==> src/rtl/watch_pkg.sv <==
// Shared types, field codes and wrap arithmetic for the watch control unit.
package watch_pkg;

  typedef enum logic [2:0] {
    ST_STOP     = 3'd0,
    ST_RUN      = 3'd1,
    ST_CLEAR    = 3'd2,
    ST_SET_HOUR = 3'd3,
    ST_SET_MIN  = 3'd4,
    ST_SET_SEC  = 3'd5
  } state_t;

  localparam logic [1:0] SEL_NONE = 2'd0;
  localparam logic [1:0] SEL_HOUR = 2'd1;
  localparam logic [1:0] SEL_MIN  = 2'd2;
  localparam logic [1:0] SEL_SEC  = 2'd3;

  localparam int DEF_HOUR_MOD = 24;
  localparam int DEF_MS_MOD   = 60;

  // Step a field by one in either direction, wrapping within [0, modulus-1].
  function automatic logic [5:0] wrap_step(input logic [6:0] value,
                                           input logic [6:0] modulus,
                                           input logic       up);
    logic [6:0] r;
    if (up) begin
      r = (value + 7'd1 >= modulus) ? '0 : value + 7'd1;
    end else begin
      r = (value == '0) ? modulus - 7'd1 : value - 7'd1;
    end
    return 6'(r);
  endfunction

  function automatic logic is_set(input state_t s);
    return (s == ST_SET_HOUR) || (s == ST_SET_MIN) || (s == ST_SET_SEC);
  endfunction

  function automatic logic [1:0] sel_of(input state_t s);
    logic [1:0] sel;
    case (s)
      ST_SET_HOUR: sel = SEL_HOUR;
      ST_SET_MIN:  sel = SEL_MIN;
      ST_SET_SEC:  sel = SEL_SEC;
      default:     sel = SEL_NONE;
    endcase
    return sel;
  endfunction

endpackage

==> src/rtl/btn_edge.sv <==
// Level-to-pulse detector; history resets to one so a button held through
// reset does not register as a press.
module btn_edge (
  input  logic clk,
  input  logic rst,
  input  logic btn,
  output logic press
);

  logic btn_q;

  always_ff @(posedge clk) begin
    if (!rst) begin
      btn_q <= 1'b1;
    end else begin
      btn_q <= btn;
    end
  end

  assign press = btn & ~btn_q;

endmodule

==> src/rtl/watch_cu.sv <==
// Watch/stopwatch control unit: button FSM, field-write generation and blink.
// Optional hold-to-repeat writes are enabled by defining WATCH_CU_AUTOREPEAT_EN.
module watch_cu
  import watch_pkg::*;
#(
  parameter int HOUR_MOD    = DEF_HOUR_MOD,
  parameter int MS_MOD      = DEF_MS_MOD,
  parameter int BLINK_TICKS = 25
`ifdef WATCH_CU_AUTOREPEAT_EN
  ,
  parameter int REPEAT_DELAY = 50,
  parameter int REPEAT_RATE  = 10
`endif
) (
  input  logic       clk,
  input  logic       rst,
  input  logic       i_tick_100hz,
  input  logic       i_btn_run,
  input  logic       i_btn_clear,
  input  logic       i_btn_mode,
  input  logic       i_btn_up,
  input  logic       i_btn_down,
  input  logic [4:0] i_hour,
  input  logic [5:0] i_min,
  input  logic [5:0] i_sec,
  output logic       o_run_stop,
  output logic       o_clear,
  output logic       o_set_we,
  output logic [1:0] o_set_sel,
  output logic [5:0] o_set_data,
  output logic       o_blink
);

  localparam int BLINK_W = $clog2(BLINK_TICKS + 1);

  logic   press_run, press_clear, press_mode, press_up, press_down;
  state_t state, state_n;
  logic   write_req, write_up;
  logic   rep_fire;
  logic [6:0] field, modulus;
  logic [5:0] step;
  logic [BLINK_W-1:0] blink_cnt;

  btn_edge u_run   (.clk(clk), .rst(rst), .btn(i_btn_run),   .press(press_run));
  btn_edge u_clear (.clk(clk), .rst(rst), .btn(i_btn_clear), .press(press_clear));
  btn_edge u_mode  (.clk(clk), .rst(rst), .btn(i_btn_mode),  .press(press_mode));
  btn_edge u_up    (.clk(clk), .rst(rst), .btn(i_btn_up),    .press(press_up));
  btn_edge u_down  (.clk(clk), .rst(rst), .btn(i_btn_down),  .press(press_down));

  always_comb begin
    state_n   = state;
    write_req = 1'b0;
    write_up  = press_up;
    case (state)
      ST_STOP: begin
        if (press_run)        state_n = ST_RUN;
        else if (press_clear) state_n = ST_CLEAR;
        else if (press_mode)  state_n = ST_SET_HOUR;
      end
      ST_RUN: begin
        if (press_run) state_n = ST_STOP;
      end
      ST_CLEAR: state_n = ST_STOP;
      ST_SET_HOUR: begin
        if (press_run)                    state_n = ST_STOP;
        else if (press_mode)              state_n = ST_SET_MIN;
        else if (press_up ^ press_down)   write_req = 1'b1;
      end
      ST_SET_MIN: begin
        if (press_run)                    state_n = ST_STOP;
        else if (press_mode)              state_n = ST_SET_SEC;
        else if (press_up ^ press_down)   write_req = 1'b1;
      end
      ST_SET_SEC: begin
        if (press_run)                    state_n = ST_STOP;
        else if (press_mode)              state_n = ST_STOP;
        else if (press_up ^ press_down)   write_req = 1'b1;
      end
      default: state_n = ST_STOP;
    endcase
    // A held-button repeat only fires when no edge write or state change competes.
    if (rep_fire && !write_req && (state_n == state)) begin
      write_req = 1'b1;
      write_up  = i_btn_up;
    end
  end

  always_comb begin
    case (state)
      ST_SET_HOUR: begin
        field   = {2'b00, i_hour};
        modulus = 7'(HOUR_MOD);
      end
      ST_SET_MIN: begin
        field   = {1'b0, i_min};
        modulus = 7'(MS_MOD);
      end
      default: begin
        field   = {1'b0, i_sec};
        modulus = 7'(MS_MOD);
      end
    endcase
    step = wrap_step(field, modulus, write_up);
  end

`ifdef WATCH_CU_AUTOREPEAT_EN
  localparam int HOLD_W = $clog2(REPEAT_DELAY + 1);
  localparam int RATE_W = $clog2(REPEAT_RATE + 1);

  logic [HOLD_W-1:0] hold_cnt;
  logic [RATE_W-1:0] rate_cnt;
  logic              armed;
  logic              hold_lone;

  assign hold_lone = is_set(state) && (i_btn_up ^ i_btn_down);

  always_comb begin
    rep_fire = 1'b0;
    if (hold_lone && i_tick_100hz) begin
      rep_fire = armed ? (rate_cnt == RATE_W'(REPEAT_RATE - 1))
                       : (hold_cnt == HOLD_W'(REPEAT_DELAY - 1));
    end
  end

  // Initial delay phase (hold_cnt) then periodic phase (rate_cnt) once armed.
  always_ff @(posedge clk) begin
    if (!rst || !hold_lone || (state_n != state)) begin
      hold_cnt <= '0;
      rate_cnt <= '0;
      armed    <= 1'b0;
    end else if (i_tick_100hz) begin
      if (armed) begin
        rate_cnt <= rep_fire ? '0 : rate_cnt + 1'b1;
      end else if (rep_fire) begin
        armed    <= 1'b1;
        rate_cnt <= '0;
      end else begin
        hold_cnt <= hold_cnt + 1'b1;
      end
    end
  end
`else
  assign rep_fire = 1'b0;
`endif

  always_ff @(posedge clk) begin
    if (!rst) begin
      state      <= ST_STOP;
      o_run_stop <= 1'b0;
      o_clear    <= 1'b0;
      o_set_we   <= 1'b0;
      o_set_sel  <= SEL_NONE;
      o_set_data <= '0;
      o_blink    <= 1'b0;
      blink_cnt  <= '0;
    end else begin
      state      <= state_n;
      o_run_stop <= (state == ST_RUN);
      o_clear    <= (state == ST_CLEAR);
      o_set_sel  <= sel_of(state);
      o_set_we   <= write_req;
      if (write_req) begin
        o_set_data <= step;
      end
      if (!is_set(state) || (state_n != state)) begin
        blink_cnt <= '0;
        o_blink   <= 1'b0;
      end else if (i_tick_100hz) begin
        if (blink_cnt == BLINK_W'(BLINK_TICKS - 1)) begin
          blink_cnt <= '0;
          o_blink   <= ~o_blink;
        end else begin
          blink_cnt <= blink_cnt + 1'b1;
        end
      end
    end
  end

endmodule
==> config.mk <==
export PLATFORM = sky130hd
export DESIGN_NAME = watch_cu
export DESIGN_NICKNAME = d
export VERILOG_FILES = /design/src/rtl/watch_pkg.sv /design/src/rtl/btn_edge.sv /design/src/rtl/watch_cu.sv
export SDC_FILE = /design/constraint.sdc
export NUM_CORES = 1
export LEC_CHECK = 0
export BUFFER_PORTS_ARGS = -buffer_cell sky130_fd_sc_hd__buf_2
export CORE_MARGIN = 1.5
export CORE_UTILIZATION = 40
export DETAILED_ROUTE_END_ITERATION = 16
export SLEW_MARGIN = 20
export SYNTH_ARGS = -nofsm -noshare
export SYNTH_HDL_FRONTEND = slang
export SYNTH_HIERARCHICAL = 1
export SYNTH_SLANG_ARGS = --single-unit
==> constraint.sdc <==
create_clock -name clk -period 8.8 [get_ports clk]
set_input_delay 0.44 -clock clk [delete_from_list [all_inputs] [get_ports clk]]
set_output_delay 0.44 -clock clk [all_outputs]
set_load 0.02 [all_outputs]
* Word-level counts from Yosys, hierarchy flattened
Index checks and enable logic that the tools add are counted.
** Storage, ports and cells
- Flip-flop bits (word level) :: 25
- Input port bits :: 25
- Output and inout port bits :: 12
- Word-level logic and storage cells :: 69
** Operators by class
- $add $sub $neg :: 4
- $lt $le $gt $ge :: 1
- Eq/ne operators :: 7
- Muxes and demuxes :: 22
- Bitwise operators :: 13
- Reductions and logical operators :: 9
** Operator list (number)
- $mux 3 :: 10
- $mux 6 :: 4
- $pmux 3 s5 :: 1
- $pmux 6 s2 :: 1
- $sub 6x1->6 const B :: 2
- $add 6x1->7 const B :: 1
- $ge 7x6->1 :: 1
- $logic_not 7->1 :: 1
- $not 1->1 :: 7
- $eq 3x2->1 const B :: 2
- $eq 3x3->1 const B :: 2
- $pmux 2 s3 :: 1
- $add 5x1->5 const B :: 1
- $and 1x1->1 :: 5
- $eq 5x5->1 const B :: 1
- $mux 5 :: 1
- $mux 1 :: 4
- $eq 3x1->1 const B :: 1
- $logic_not 3->1 :: 1
- $logic_or 1x1->1 :: 3
- $ne 3x3->1 :: 1
- $reduce_or 3->1 :: 1
- $reduce_and 2->1 :: 1
- $reduce_or 2->1 :: 1
- 2 further kinds :: 2

* Logic depth before layout (Yosys ltp)
Gate-level depths: netlist (run 1).
- Depth after elaboration :: 9
- Depth in mapped cells :: 17
- Gate-level depth less buffers :: 15

* Hierarchy
The synthesis (run 1) kept the hierarchy.
** Modules (own cells, without submodules)
- watch_cu :: times used 1, cells each 183, area each 1551.5 um2, sequential area each 400.4 um2
- btn_edge :: times used 5, cells each 3, area each 40.0 um2, sequential area each 20.0 um2

* Least setup slack after synthesis (run 1)
No wires, ideal clock.
- Kind :: register to register
- Start point :: register state[2]
- End point :: register o_set_data[1]
- Setup time :: 0.131 ns
- Arrival :: 2.868 ns
- Required time :: 8.669 ns
- Slack :: 5.802 ns
- Cell stages (with the launch flop) :: 14
- Path buffers :: 1
- Period minus slack after synthesis :: 2.998 ns
- Path through :: dfxtp_1 buf_4 or2b_2 nand2_8 o221ai_4 nor3_4 a21oi_1 or2_2 ha_1 nand2_1 a311oi_1 o22ai_2 a31oi_1 a21oi_1
** Between the ends
- Word-level cells in the longest chain between the ends :: 6
- Elaborated cells on any way between the ends :: 14
- Classes of those cells :: add/sub (2); order compare (1); eq/ne (3); mux (6); reduce/logical (2)
** RTL lines
- start, declared :: RTL line watch_cu.sv:37 : state_t state, state_n;
- start signal, assigned :: RTL line watch_cu.sv:157 : state <= state_n;
- $eq 3x3->1 / $eq 3x2->1 (equally long branches) :: RTL line watch_cu.sv:54, watch_cu.sv:89
- $pmux 6 s2 :: RTL line watch_cu.sv:89 : case (state)
- $add 6x1->7 :: RTL line watch_pkg.sv:27 : r = (value + 7'd1 >= modulus) ? '0 : value + 7'd1;
- $ge 7x6->1 :: RTL line watch_pkg.sv:27
- $mux 6 :: RTL line watch_pkg.sv:27
- $mux 6 :: RTL line watch_pkg.sv:26 : if (up) begin
- end signal, assigned :: RTL line watch_cu.sv:163 : o_set_data <= step;
- end, declared :: RTL line watch_cu.sv:30 : output logic [5:0] o_set_data,
Several ways; a longest one is shown, not always the timed one.
A chain may end at the register's enable or synchronous reset.

* Worst setup path in the final report (run 1)
- Start point :: register state[0]
- End point :: register o_set_data[1]
Same word-level chain as after synthesis.

==> results of run 1 <==
[metrics by stage]
step	setup WS, ns	hold slack, ns
4_1_cts	5.27	0.352
6_report	5.22	0.357
3_5_place_dp	5.29	0.501
2_1_floorplan	5.80	0.480
3_3_place_gp	5.33	0.497
5_1_grt	4.94	0.353
[worst paths after layout]
| check | start | end | slack [ns] | cells after the start |
|---|---|---|---|---|
| worst max-delay path | state[0]$_SDFF_PN0_ | o_set_data[1]$_SDFFE_PN0P_ | 5.22 | 14 |
| worst min-delay path | i_btn_down | u_down/btn_q$_SDFF_PN1_ | 0.36 | 2 |
| worst max register to register | state[0]$_SDFF_PN0_ | o_set_data[1]$_SDFFE_PN0P_ | 5.22 | 14 |
| worst min register to register | o_set_data[0]$_SDFFE_PN0P_ | o_set_data[0]$_SDFFE_PN0P_ | 0.51 | 2 |
[state kept, by name, indices dropped and copies added, names as in the netlist]
| register | flops |
|---|---|
| o_blink | 1 |
| o_run_stop | 1 |
| o_set_we | 1 |
| u_clear/btn_q | 1 |
| state | 3 |
| u_down/btn_q | 1 |
| u_up/btn_q | 1 |
| u_run/btn_q | 1 |
| u_mode/btn_q | 1 |
| o_clear | 1 |
| blink_cnt | 5 |
| o_set_data | 6 |
| o_set_sel | 2 |
[cell usage after synthesis, types with 2 or more instances]
cell type	n	area, um2
a21oi_1	6	30.0
a311oi_1	2	17.5
a31oi_1	13	81.3
and2_1	2	12.5
and3_1	6	37.5
buf_4	2	15.0
clkbuf_1	5	18.8
dfxtp_1	25	500
ha_1	6	75.1
inv_1	8	30.0
inv_2	2	7.51
nand2_1	8	30.0
nand2b_1	9	56.3
nand3_1	5	25.0
nand3b_1	3	22.5
nand4_1	5	31.3
nor2_1	22	82.6
nor2b_4	6	82.6
nor3b_1	4	30.0
o211ai_1	2	15.0
o21ai_0	16	80.1
o221ai_4	2	52.6
xnor2_1	3	26.3
xor2_1	5	43.8
[cell families after synthesis]
group,count (synthesis),synth area share [%]
AOI/OAI and AO/OA,54,24.9
xor gates and xnor gates,8,4.00
adders and majority gates,6,4.29
buffers and inverters,20,5.64
DFF,25,28.6
muxes,1,0.571
and+or+nand+nor,84,32.1
[layout make-up]
cell class                 count  area [um2]  area share [%]
clock buffer                   3        41.3            2.07
inverter                      11        48.8            2.45
multi-input combinational    153        1150            57.8
clock inverter                 1        7.51           0.377
timing repair buffer          36         180            9.04
tap                           50        62.6            3.14
sequential                    25         500            25.1
[routing by layer]
metal / global-route usage, % / part of all wire [%] / vias to the layer above
met4: 5.45 / 2.2 / 0
met2: 24.9 / 43 / 53
met5: 0 / 0 / -
li1: - / - / 783
met1: 22.2 / 48 / 690
met3: 4.94 / 7.0 / 10
[power breakdown]
| group | total (mW) | switching (mW) | internal [mW] |
|---|---|---|---|
| clock | 0.0686 | 0.0365 | 0.0321 |
| combinational | 0.0648 | 0.0378 | 0.0270 |
| sequential | 0.121 | 0.00474 | 0.116 |
==> flow_metrics.py, run 1 <==
metrics = {
    "run_status": {
        "status": "finished, final reports clean",
    },
    "placement": {
        "port-buffer-count": 36,
        "placed_area_um2": 1940,
        "dp.cells": 275,
        "post-dp-hpwl_um": 2980,
        "gp_congestion": 0.872,
    },
    "floorplan": {
        "fp-row-count": 23,
        "io_pins": 37,
        "die_h_um": 69.2,
        "core_area_um2": 4120,
        "die_x_um": 69.2,
        "initial_utilization_pct": 42.6,
        "die-area_um2": 4790,
    },
    "critical_path": {
        "startpoint_type": "flop",
        "path_cells": "nor2b_4 > and2_4 > inv_8 > nand3b_1 > o211ai_2 > nor3_4 > a21oi_1 > or2_2 > ha_1 > nand2_1 > a311oi_1 > o22ai_2 > a31oi_1 > a21oi_1",
        "slowest_stage": "dfxtp_1",
        "cp_max_fo": 17,
        "crit_type": "flop to flop",
        "cpMostUsedCell": "a21oi_1",
        "worstPathRequired_ns": 8.94,
        "crit_family": "simple AND/OR/NAND/NOR gates",
        "path_buf_inv": 1,
        "end_kind": "flop",
        "slowest_delay_ns": 0.63,
        "arrival_ns": 3.72,
    },
    "pwr": {
        "p_leak_nw": 0.815,
        "p_per_area_nw_per_um2": 127,
        "ir_drop_v": 0.0000663,
        "power.total_mw": 0.254,
    },
    "clock_network": {
        "clockRootBuffer": "clkbuf_8",
        "cts_buffer_depth": 2,
        "cts_setup_buffers": 0,
        "clock-sinks": 25,
        "htreeDepth": 1,
        "clk_pin_slew_ns": 0.09,
        "cts_buffers": 3,
        "clk-insertion-delay-late_ns": 0.27,
        "cts_tree": "done",
        "hold_buffers": 0,
        "cts-resized-gates": 0,
    },
    "final_layout": {
        "final_nets": 261,
        "diodes": 0,
        "post-route-util_pct": 48.4,
        "drive_above_1_share_pct": 28.4,
        "fin_cells": 279,
        "design_area_um2": 1990,
        "final_cell_mix": "buf_2 (36), dfxtp_1 (25), nor2_1 (22), o21ai_0 (16), a31oi_1 (13)",
        "mostFrequentLayoutCell": "buf_2",
        "fillers": 427,
        "syn2layout_area_growth_pct": 13.8,
    },
    "flow_run": {
        "maxCapViolations": 0,
    },
    "yosys": {
        "seq_area_frac_synth_pct": 28.6,
        "synth.distinct_cells": 55,
        "synth_area_um2": 1750,
        "ys_ff_latch": 25,
        "synth_flop_cell": "dfxtp_1",
        "syn-num-nets": 229,
        "async_reset_ff_share_pct": 0,
        "avgSynthCellArea_um2": 8.85,
        "synth_edf_count": 0,
        "ys_warn_count": 6,
        "syn_inst": 198,
    },
    "timing": {
        "grt_setup_unrepaired": "no",
        "fin_skew_ns": 0.00717,
        "worstMarginPinSlew_ns": 0.690,
        "finalCritPeriodShare_pct": 40.7,
        "timing.fmax_ghz": 0.280,
        "final_max_slew_viol_count": 0,
        "finalCriticalPeriod_ns": 3.58,
        "setup_viol": 0,
        "timing.setup.tns_ns": 0,
        "maxSlewHeadroom_pct": 54.0,
        "hold_violations": 0,
    },
    "global_route": {
        "grt_pass1_vias": 1467,
        "grt_use_total_pct": 16.4,
        "grt_pass1_wl_um": 6620,
        "grt_start_max_net_pins": 20,
        "grt-ovfl-total": 0,
        "antenna_found_initial": 0,
    },
    "drt": {
        "via_per_inst": 5.51,
        "routedWlPerCell_um": 13.8,
        "drt-total-wl_um": 3850,
        "vias": 1536,
        "drc_errors": 0,
        "final_antenna_net_count": 0,
        "dr.pass1.iters": 4,
        "drt-initial-drc-count": 122,
    },
    "hold_path": {
        "min_path_type": "primary input to flop",
    },
}
(Power assumes the default switching activity.)
==> run 2, diff against run 1 <==
==> constraint.sdc (replaced) <==
create_clock -name clk -period 3.17 [get_ports clk]
set_input_delay 0.1585 -clock clk [delete_from_list [all_inputs] [get_ports clk]]
set_output_delay 0.1585 -clock clk [all_outputs]
set_load 0.02 [all_outputs]
==> flow_metrics.py, run 2 (synthesized netlist as in run 1, its figures left out) <==
metrics = {
    "run_status": {
        "status": "finished, final reports clean",
    },
    "timing": {
        "fin_skew_ns": 0.0109,
        "maxSlewHeadroom_pct": 67.7,
        "hold_violations": 0,
        "worstMarginPinSlew_ns": 0.479,
        "finalCriticalPeriod_ns": 2.95,
        "timing.fmax_ghz": 0.339,
        "final_max_slew_viol_count": 0,
        "grt_setup_unrepaired": "no",
        "timing.setup.tns_ns": 0,
        "setup_viol": 0,
        "finalCritPeriodShare_pct": 93.0,
    },
    "global_route": {
        "grt_pass1_vias": 1495,
        "grt_use_total_pct": 17.3,
        "grtUsageMet2_pct": 28.5,
        "grt_pass1_wl_um": 6930,
        "antenna_found_initial": 0,
        "grt_busiest_layer": "met2",
        "grt_start_max_net_pins": 18,
        "grt-ovfl-total": 0,
        "grtUsageMet3_pct": 4.07,
        "grt.met1_usage_pct": 23.9,
    },
    "critical_path": {
        "startpoint_type": "flop",
        "worstPathRequired_ns": 3.31,
        "critPathLaunch": "state[1]$_SDFF_PN0_",
        "arrival_ns": 3.09,
        "cp_max_fo": 16,
        "r2r-start": "state[1]$_SDFF_PN0_",
        "crit_type": "flop to flop",
        "end_kind": "flop",
    },
    "pwr": {
        "ir_drop_v": 0.000300,
        "power_frac_clock_pct": 25.6,
        "p_leak_nw": 0.913,
        "power_frac_comb_pct": 29.6,
        "p_int_mw": 0.508,
        "switchingPower_mw": 0.228,
        "swShare_pct": 31.0,
        "p_per_area_nw_per_um2": 342,
        "seqPwrFrac_pct": 44.8,
    },
    "drt": {
        "vias": 1595,
        "drc_errors": 0,
        "routedWlPerCell_um": 13.9,
        "via_per_inst": 5.41,
        "drt-initial-drc-count": 69,
        "final_antenna_net_count": 0,
        "dr.pass1.iters": 4,
        "drt-total-wl_um": 4100,
    },
    "floorplan": {
        "core_area_um2": 4120,
        "die_h_um": 69.2,
        "initial_utilization_pct": 42.6,
        "io_pins": 37,
        "fp-row-count": 23,
        "die-area_um2": 4790,
        "die_x_um": 69.2,
    },
    "placement": {
        "dp.cells": 291,
        "port-buffer-count": 36,
        "post-dp-hpwl_um": 3240,
        "gp_congestion": 0.885,
    },
    "clock_network": {
        "clk_pin_slew_ns": 0.09,
        "htreeDepth": 1,
        "cts_buffer_depth": 2,
        "hold_buffers": 0,
        "cts_setup_buffers": 0,
        "cts_tree": "done",
        "clk-insertion-delay-late_ns": 0.27,
        "cts_buffers": 3,
        "clock-sinks": 25,
        "clockRootBuffer": "clkbuf_8",
    },
    "final_layout": {
        "mostFrequentLayoutCell": "buf_2",
        "final_cell_mix": "buf_2 (36), nor2_1 (22), dfxtp_1 (22), o21ai_0 (16), buf_4 (16)",
        "largestRegisters": "o_set_data x6, blink_cnt x5, state x3",
        "fin_cells": 295,
        "largest_register_ffs": 6,
        "diodes": 0,
        "drive_above_1_share_pct": 35.1,
        "fillers": 397,
        "syn2layout_area_growth_pct": 22.8,
        "regMostFlops": "o_set_data",
        "final_nets": 277,
    },
    "hold_path": {
        "min_from": "i_btn_mode",
        "min_path_type": "primary input to flop",
    },
    "flow_run": {
        "maxCapViolations": 0,
    },
}
==> run 2: cell types whose count changed in the layout (fill, tap and decap cells not counted), sizes merged <==
cell | before | now
buf | 36 | 52
==> run 2: worst paths after layout <==
kind                                     end  slack [ns]  cells past startpoint
hold reg to reg   o_set_data[0]$_SDFFE_PN0P_        0.50                      2
setup reg to reg  o_set_data[1]$_SDFFE_PN0P_        0.22                     13
hold / removal       u_mode/btn_q$_SDFF_PN1_        0.08                      2
setup / recovery  o_set_data[1]$_SDFFE_PN0P_        0.22                     13
==> run 2: worst max-delay path: stages (launching register included) <==
cell	delay, ns
dfxtp_4	0.41
nor2_1	0.26
nand2_4	0.16
o221a_4	0.32
inv_2	0.06
nor2_1	0.04
and3_1	0.18
or2_2	0.27
ha_1	0.27
nand2_1	0.10
nor4b_4	0.31
o22ai_2	0.16
a31oi_1	0.19
a21oi_1	0.08
==> run 2: power by group through the flow <==
stage | clock (mW) | sequential (mW) | combinational [mW]
after detailed placement | 0 | 0.338 | 0.209
after global placement | 0 | 0.338 | 0.212
final | 0.189 | 0.330 | 0.218
after global routing | 0.215 | 0.331 | 0.238
after floorplan | 0 | 0.338 | 0.135
after CTS | 0.198 | 0.331 | 0.211
==> run 2: layer usage <==
metal	part of all wire, %	wire length, um	vias to the layer above
met1	48	1960	731
met3	5.9	243	0
met2	46	1890	43
met4	0	0	0
met5	0	0	-
li1	-	-	821
==> run 2: cell type report <==
class	instances	area [um2]	share of cell area (%)
clock buffer	3	41.3	1.92
clock inverter	1	7.51	0.349
inverter	11	48.8	2.27
multi-input combinational	153	1180	54.9
sequential	25	509	23.7
tap	50	62.6	2.91
timing repair buffer	52	300	14.0
==> run 2: what timing repair did <==
action	in CTS	in global routing
setup endpoints to repair	1	6
pin swaps	0	2
resized for setup	1	9
==> run 2: metrics by stage <==
| stage | total power [mW] | worst slack (ns) | cell area, um2 | hold slack, ns | util, % |
|---|---|---|---|---|---|
| 3_5_place_dp | 0.547 | 0.0231 | 2060 | 0.367 | 50.2 |
| 4_1_cts | 0.740 | 0.0124 | 2110 | 0.0762 | 51.4 |
| 5_1_grt | 0.784 | 0.00860 | 2150 | 0.0816 | 52.3 |
| 3_3_place_gp | 0.549 | 0.0523 | 2060 | 0.362 | 50.2 |
| 2_1_floorplan | 0.473 | 0.172 | 1750 | 0.232 | - |
| 6_report | 0.736 | 0.221 | 2150 | 0.0795 | 52.3 |
